## config.mk

```make
export PLATFORM = sky130hd
export DESIGN_NAME = coef_load_ctrl
export DESIGN_NICKNAME = d
export VERILOG_FILES = /design/src/rtl/coef_load_ctrl.sv
export SDC_FILE = /design/constraint.sdc
export NUM_CORES = 1
export LEC_CHECK = 0
export CAP_MARGIN = 20
export CORE_ASPECT_RATIO = 1.5
export CORE_MARGIN = 1
export CORE_UTILIZATION = 44
export CTS_CLUSTER_SIZE = 20
export DETAILED_ROUTE_END_ITERATION = 7
export PLACE_DENSITY = 0.85
export SLEW_MARGIN = 15
export SYNTH_ARGS = -nofsm -noshare
export SYNTH_HDL_FRONTEND = slang
export SYNTH_SLANG_ARGS = --single-unit
```

## constraint.sdc

```tcl
create_clock -name clock -period 7.4 [get_ports clock]
set_input_delay 2.22 -clock clock [delete_from_list [all_inputs] [get_ports clock]]
set_output_delay 2.22 -clock clock [all_outputs]
set_load 0.05 [all_outputs]
```

## src/rtl/coef_load_ctrl.sv

```systemverilog
// rtl/coef_load_ctrl.sv - coefficient RAM load/readback sequencer for left/right channel RAMs
module coef_load_ctrl #(
   parameter int AW = 14,
   parameter int DW = 36
) (
   input  logic          clock,
   input  logic          reset,
   input  logic          cmd_start,
   input  logic          cmd_chan,
   input  logic          cmd_rd,
   input  logic [AW-1:0] cmd_base,
   input  logic [AW:0]   cmd_len,
   input  logic          in_valid,
   input  logic [DW-1:0] in_data,
   output logic          in_ready,
   output logic          out_valid,
   output logic [DW-1:0] out_data,
   input  logic          out_ready,
   output logic          busy,
   output logic          done,
   output logic [AW-1:0] addrLrw,
   output logic [AW-1:0] addrRrw,
   output logic [DW-1:0] datainLrw,
   output logic [DW-1:0] datainRrw,
   output logic          weL,
   output logic          weR,
   input  logic [DW-1:0] dataoutLrw,
   input  logic [DW-1:0] dataoutRrw
);

   typedef enum logic [2:0] {IDLE, LOAD, RADDR, RCAPT, ROUT, DONE} state_t;

   state_t        state;
   logic          chanReg;
   logic [AW-1:0] baseReg;
   logic [AW:0]   lenReg;
   logic [AW:0]   idx;
   logic [AW-1:0] curAddr;
   logic [AW-1:0] nextAddr;
   logic [AW:0]   idxInc;

   // Address arithmetic is AW bits wide so the wrap past the top word is free.
   assign curAddr  = baseReg + idx[AW-1:0];
   assign nextAddr = curAddr + AW'(1);
   assign idxInc   = idx + (AW+1)'(1);

   always_ff @(posedge clock or posedge reset) begin
      if (reset) begin
         state     <= IDLE;
         chanReg   <= 1'b0;
         baseReg   <= '0;
         lenReg    <= '0;
         idx       <= '0;
         in_ready  <= 1'b0;
         out_valid <= 1'b0;
         out_data  <= '0;
         busy      <= 1'b0;
         done      <= 1'b0;
         addrLrw   <= '0;
         addrRrw   <= '0;
         datainLrw <= '0;
         datainRrw <= '0;
         weL       <= 1'b0;
         weR       <= 1'b0;
      end else begin
         done <= 1'b0;
         weL  <= 1'b0;
         weR  <= 1'b0;
         case (state)
            IDLE: begin
               if (cmd_start) begin
                  chanReg   <= cmd_chan;
                  baseReg   <= cmd_base;
                  lenReg    <= cmd_len;
                  idx       <= '0;
                  busy      <= 1'b1;
                  addrLrw   <= '0;
                  addrRrw   <= '0;
                  datainLrw <= '0;
                  datainRrw <= '0;
                  if (cmd_len == '0) begin
                     state <= DONE;
                     done  <= 1'b1;
                  end else if (!cmd_rd) begin
                     state    <= LOAD;
                     in_ready <= 1'b1;
                  end else begin
                     state <= RADDR;
                     if (cmd_chan) addrRrw <= cmd_base;
                     else          addrLrw <= cmd_base;
                  end
               end
            end
            LOAD: begin
               // idx==len is the drain cycle carrying the final write pulse.
               if (idx == lenReg) begin
                  state <= DONE;
                  done  <= 1'b1;
               end else if (in_valid && in_ready) begin
                  idx <= idxInc;
                  if (chanReg) begin
                     weR       <= 1'b1;
                     addrRrw   <= curAddr;
                     datainRrw <= in_data;
                  end else begin
                     weL       <= 1'b1;
                     addrLrw   <= curAddr;
                     datainLrw <= in_data;
                  end
                  if (idxInc == lenReg) in_ready <= 1'b0;
               end
            end
            RADDR: state <= RCAPT;
            RCAPT: begin
               out_data  <= chanReg ? dataoutRrw : dataoutLrw;
               out_valid <= 1'b1;
               state     <= ROUT;
            end
            ROUT: begin
               if (out_ready) begin
                  out_valid <= 1'b0;
                  idx       <= idxInc;
                  if (idxInc == lenReg) begin
                     state <= DONE;
                     done  <= 1'b1;
                  end else begin
                     state <= RADDR;
                     if (chanReg) addrRrw <= nextAddr;
                     else         addrLrw <= nextAddr;
                  end
               end
            end
            DONE: begin
               busy  <= 1'b0;
               state <= IDLE;
            end
            default: state <= IDLE;
         endcase
      end
   end

endmodule
```

# --- Word level (Yosys, flattened, before mapping) ---
# Cells that the tools add are included.
# Widths: inputs -> output; s select.
word_totals:
  regBits: 190
  inputBits: 144
  out_inout_bits: 142
  wordCells: 125
classes:
  addsub: 3
  n_eq_ne: 20
  muxes: 69
  reduce_logical: 17
ops:
  columns: ["op", "count"]
  rows:
  - ["$mux 36", 8]
  - ["$mux 14", 20]
  - ["$pmux 36 s2", 2]
  - ["$pmux 14 s3", 2]
  - ["$mux 15", 4]
  - ["$pmux 15 s3", 1]
  - ["$eq 15x15->1", 2]
  - ["$ne 2x2->1 const B", 13]
  - ["$mux 1", 21]
  - ["$reduce_and 8->1", 2]
  - ["$add 15x1->15 const B", 1]
  - ["$logic_not 15->1", 1]
  - ["$mux 3", 5]
  - ["$pmux 3 s5", 1]
  - ["$reduce_and 5->1", 3]
  - ["$add 14x1->14 const B", 1]
  - ["$add 14x14->14", 1]
  - ["$reduce_and 7->1", 1]
  - ["$eq 3x2->1 const B", 2]
  - ["$eq 3x3->1 const B", 2]
  - ["$pmux 1 s2", 3]
  - ["$reduce_and 2->1", 3]
  - ["$reduce_bool 2->1", 3]
  - ["$eq 3x1->1 const B", 1]
  - ["6 further kinds", 6]

# --- Logic depth before layout (Yosys ltp) ---
depth:
  ltp_word: 6
  ltp_mapped: 11
  ltp_nobuf: 10

# --- Worst setup path after synthesis ---
# OpenSTA, ideal clock, no wires.
synth_path:
  path_type: "input port to flip-flop"
  startpoint: "in cmd_start"
  endpoint: "reg datainLrw[0]"
  setup_time_ns: 0.125
  arrival_time_ns: 3.611
  t_required_ns: 7.275
  setup_slack_ns: 3.664
  path_stages: 5
  n_path_buf: 1
  cell_sequence: "nor2b_1 > nand2_1 > o21ai_1 > clkbuf_1 > mux2_2"
synth_between:
  elab_chain_len: 2
synth_lines:
  columns: ["element", "line_no", "rtl"]
  rows:
  - ["from (decl)", "8", "input logic cmd_start,"]
  - ["$ne 2x2->1 (no source line)", null, null]
  - ["$reduce_and 5->1 (no source line)", null, null]
  - ["to (signal assigned)", "108", "datainLrw <= in_data;"]
  - ["to (decl)", "23", "output logic [DW-1:0] datainLrw,"]
# Every way passes these cells.
# A chain may end at the register's enable or synchronous reset.

# --- Worst setup path after layout ---
layout_path:
  startpoint: "in cmd_start"
  endpoint: "reg addrLrw[4]"
layout_between:
  elab_chain_len: 2
layout_lines:
  columns: ["element", "line_no", "rtl"]
  rows:
  - ["$ne 2x2->1 (no source line)", null, null]
  - ["$reduce_and 8->1 (no source line)", null, null]
  - ["to (signal assigned)", "90", "else addrLrw <= cmd_base;"]
  - ["to (signal assigned)", "107", "addrLrw <= curAddr;"]
  - ["to (signal assigned)", "129", "else addrLrw <= nextAddr;"]
  - ["to (decl)", "21", "output logic [AW-1:0] addrLrw,"]
# Every way passes these cells.

==> results.md <==
- Post-synthesis compound-gate area fraction: 12.18%
- Top cells by area, synth: dfrtp_1, mux2_2, mux2_4, mux2i_1, o21ai_0
- HP Class: reg2reg
- Clk slew on worst S/H paths: 70 ps
- Vias per cell: 5.637
- Largest family of logic cells by synthesized area: multiplexers
- Met1 GRT Util: 29.46%
- Post-route ant nets: 0
- CTS Hold Bufs: 0
- Vias in the first global route: 7926
- GR met2 Demand/Resource: 42.54%
- Largest net degree at the start of global routing: 153
- Placer Congestion: 0.8968
- GR Util met3: 4.858%
- Critical path class: in2reg
- Final Hold Fails: 0
- Worst-skew pair later-pin latency: 440 ps
- Layout Nets: 1348
- Min Hold Slack: 479.9 ps
- Flops & latches, synth: 190
- CTS tree: built
- Max Cap Viol: 0
- Status: completed
- Mux contribution to synthesized area: 16.69%
- Slew margin rel.: 32.55%
- GRT Overall Usage: 24.64%
- Final Skew: 8.125 ps
- Asr flop ratio synth: 100.0%
- Vias: 8309
- Fill count: 1724
- Most frequent cells after synthesis: dfrtp_1, nand2_1, mux2_2
- Most common cell in the synthesized netlist: dfrtp_1
- Die H: 185.8 um
- EDFF count, synth: 0
- IO Count: 286
- Seq/Total Area, Yosys: 47.96%
- Hpwl dp: 21650 um
- Postcts setup bufs: 0
- Syn avg cell area: 10.74 um2
- Crit path launch type: input pin
- Max Root-Sink Buffers: 2
- Ratio of cells with drive above 1 in the final layout: 13.83%
- Setup TNS: 0 ps
- Worst EP required: 7730 ps
- Detailed Route WL: 29520 um
- Critical path arrival: 4860 ps
- Num Clock Sinks: 190
- Std-Cell Rows: 66
- Synth Area in Adders: 2.095%
- Leak: 0.005892 uW
- Slew Viols, Final: 0
- Initial drt markers: 574
- Critical Path End Type: flop
- Final min period: 4524 ps
- Clk root buf: clkbuf_16
- Primary FF master, synth: dfrtp_1
- Warnings, synthesis: 0
- Worst VDD drop: 0.0002995 V
- Initial Util: 45.30%
- Max frequency: 221.0 MHz
- Mapped cell area: 0.009913 mm2
- Layout area overhead: 37.35%
- Synth unique cells: 67
- Antenna violations before repair: 1
- Htree depth: 4
- Synth Instances: 923
- Synth top area share: 47.96%
- Post-Synth XOR/XNOR Area: 3.610%
- Total clock buffers created by CTS: 17
- Layout Utilization: 62.22%
- Tot Pwr: 6845 uW
- Global route overflow: 0
- Fin crit share: 61.13%
- Worst-Margin Slew: 1012 ps
- Final setup viols: 0
- Area post-placement: 0.01295 mm2
- RSZ-0062 raised after global routing: false
- Core outline area: 0.02188 mm2
- Post-synthesis simple-gate area fraction: 14.45%
- Drt wl/cell: 20.03 um
- First-pass GRT wire length: 44380 um
- Design Area, Final: 0.01362 mm2
- PortBufs: 285
- Dominant cell type by area after synthesis: dfrtp_1
- Post-Syn Nets: 1083
- Post-CTS resize count: 0
- GRT busiest layer: met2
- Die W: 124.6 um
- Die area: 0.02315 mm2
- Pwr Density: 502.7 mW/mm2
- CP Max Fanout: 27
- Drt pass-1 iters: 5
- DRC violations left: 0
-- cell families after synthesis --
| group | Yosys count |
|---|---|
| simple gates | 280 |
| compound gates | 194 |
| xor+xnor | 40 |
| buf+inv | 62 |
| mux | 141 |
| fa+ha+maj | 16 |
| flops | 190 |
-- metrics by stage --
| stage | cells | worst slack [ps] |
|---|---|---|
| after CTS | 1470 | 2933 |
| after global routing | 1473 | 2690 |
| after detailed placement | 1439 | 2482 |
| final | 1474 | 2876 |
| after floorplan | 923 | 9.513 |
| after global placement | 1439 | 2499 |
-- final timing paths --
kind | startpoint | to | slack, ps | depth (start not counted)
setup / recovery | cmd_start | addrLrw[4] | 2880 | 6
hold / removal | out_data[1] | out_data[1] | 480 | 2
setup reg to reg | idx[1] | addrLrw[4] | 3540 | 8
hold reg to reg | out_data[1] | out_data[1] | 480 | 2
max in group asynchronous | reset | out_data[9] | 3900 | 4
min in group asynchronous | reset | datainLrw[12] | 2150 | 2
-- where the power goes --
| group | internal [uW] | switching [uW] |
|---|---|---|
| registers | 1480 | 314 |
| logic | 1550 | 2540 |
| clock network | 551 | 411 |
| total | 3580 | 3260 |
-- cell usage in the layout, fill, tap and decap left out, drive strengths merged, types with 5 or more instances in the layout --
| master | count |
|---|---|
| a21o | 9 |
| a21oi | 50 |
| a31oi | 16 |
| and2 | 42 |
| buf | 11 |
| clkbuf | 19 |
| clkdlybuf4s50 | 285 |
| clkinv | 7 |
| dfrtp | 190 |
| ha | 15 |
| inv | 14 |
| mux2 | 104 |
| mux2i | 37 |
| nand2 | 87 |
| nand2b | 8 |
| nand3 | 12 |
| nand4 | 10 |
| nor2 | 52 |
| nor3 | 23 |
| nor4 | 14 |
| o21ai | 71 |
| o22ai | 5 |
| or2 | 5 |
| or3 | 5 |
| or4 | 5 |
| xnor2 | 17 |
| xor2 | 23 |
-- worst max-delay path, stage by stage --
cell,delay (ps)
clkdlybuf4s50_1,480
nor2b_1,240
o21ai_0,160
and2_1,440
a221oi_4,890
mux2_2,410
-- sequential cells by signal, summed over array words and instances, names as in the netlist --
name / cells
done: 1
datainRrw: 36
in_ready: 1
baseReg: 14
datainLrw: 36
idx: 15
state: 3
out_valid: 1
lenReg: 15
weR: 1
weL: 1
addrRrw: 14
chanReg: 1
out_data: 36
busy: 1
addrLrw: 14
-- cell type report --
cell class / instances / area [um2] / area share (%)
well taps: 272 / 340.3 / 2.500
repair buffers: 296 / 2968 / 21.80
flip-flops and latches: 190 / 4756 / 34.93
diodes: 2 / 5.005 / 0.03676
multi-input cells: 671 / 4881 / 35.85
inverters: 12 / 52.55 / 0.3860
clock inverters: 12 / 160.2 / 1.176
clock buffers: 19 / 452.9 / 3.327
-- per-layer routing --
layer	vias up	wire [um]
met1	4059	11330
met5	-	0
met3	55	1804
li1	3856	-
met4	0	1034
met2	339	15350
(Power assumes the default switching activity.)
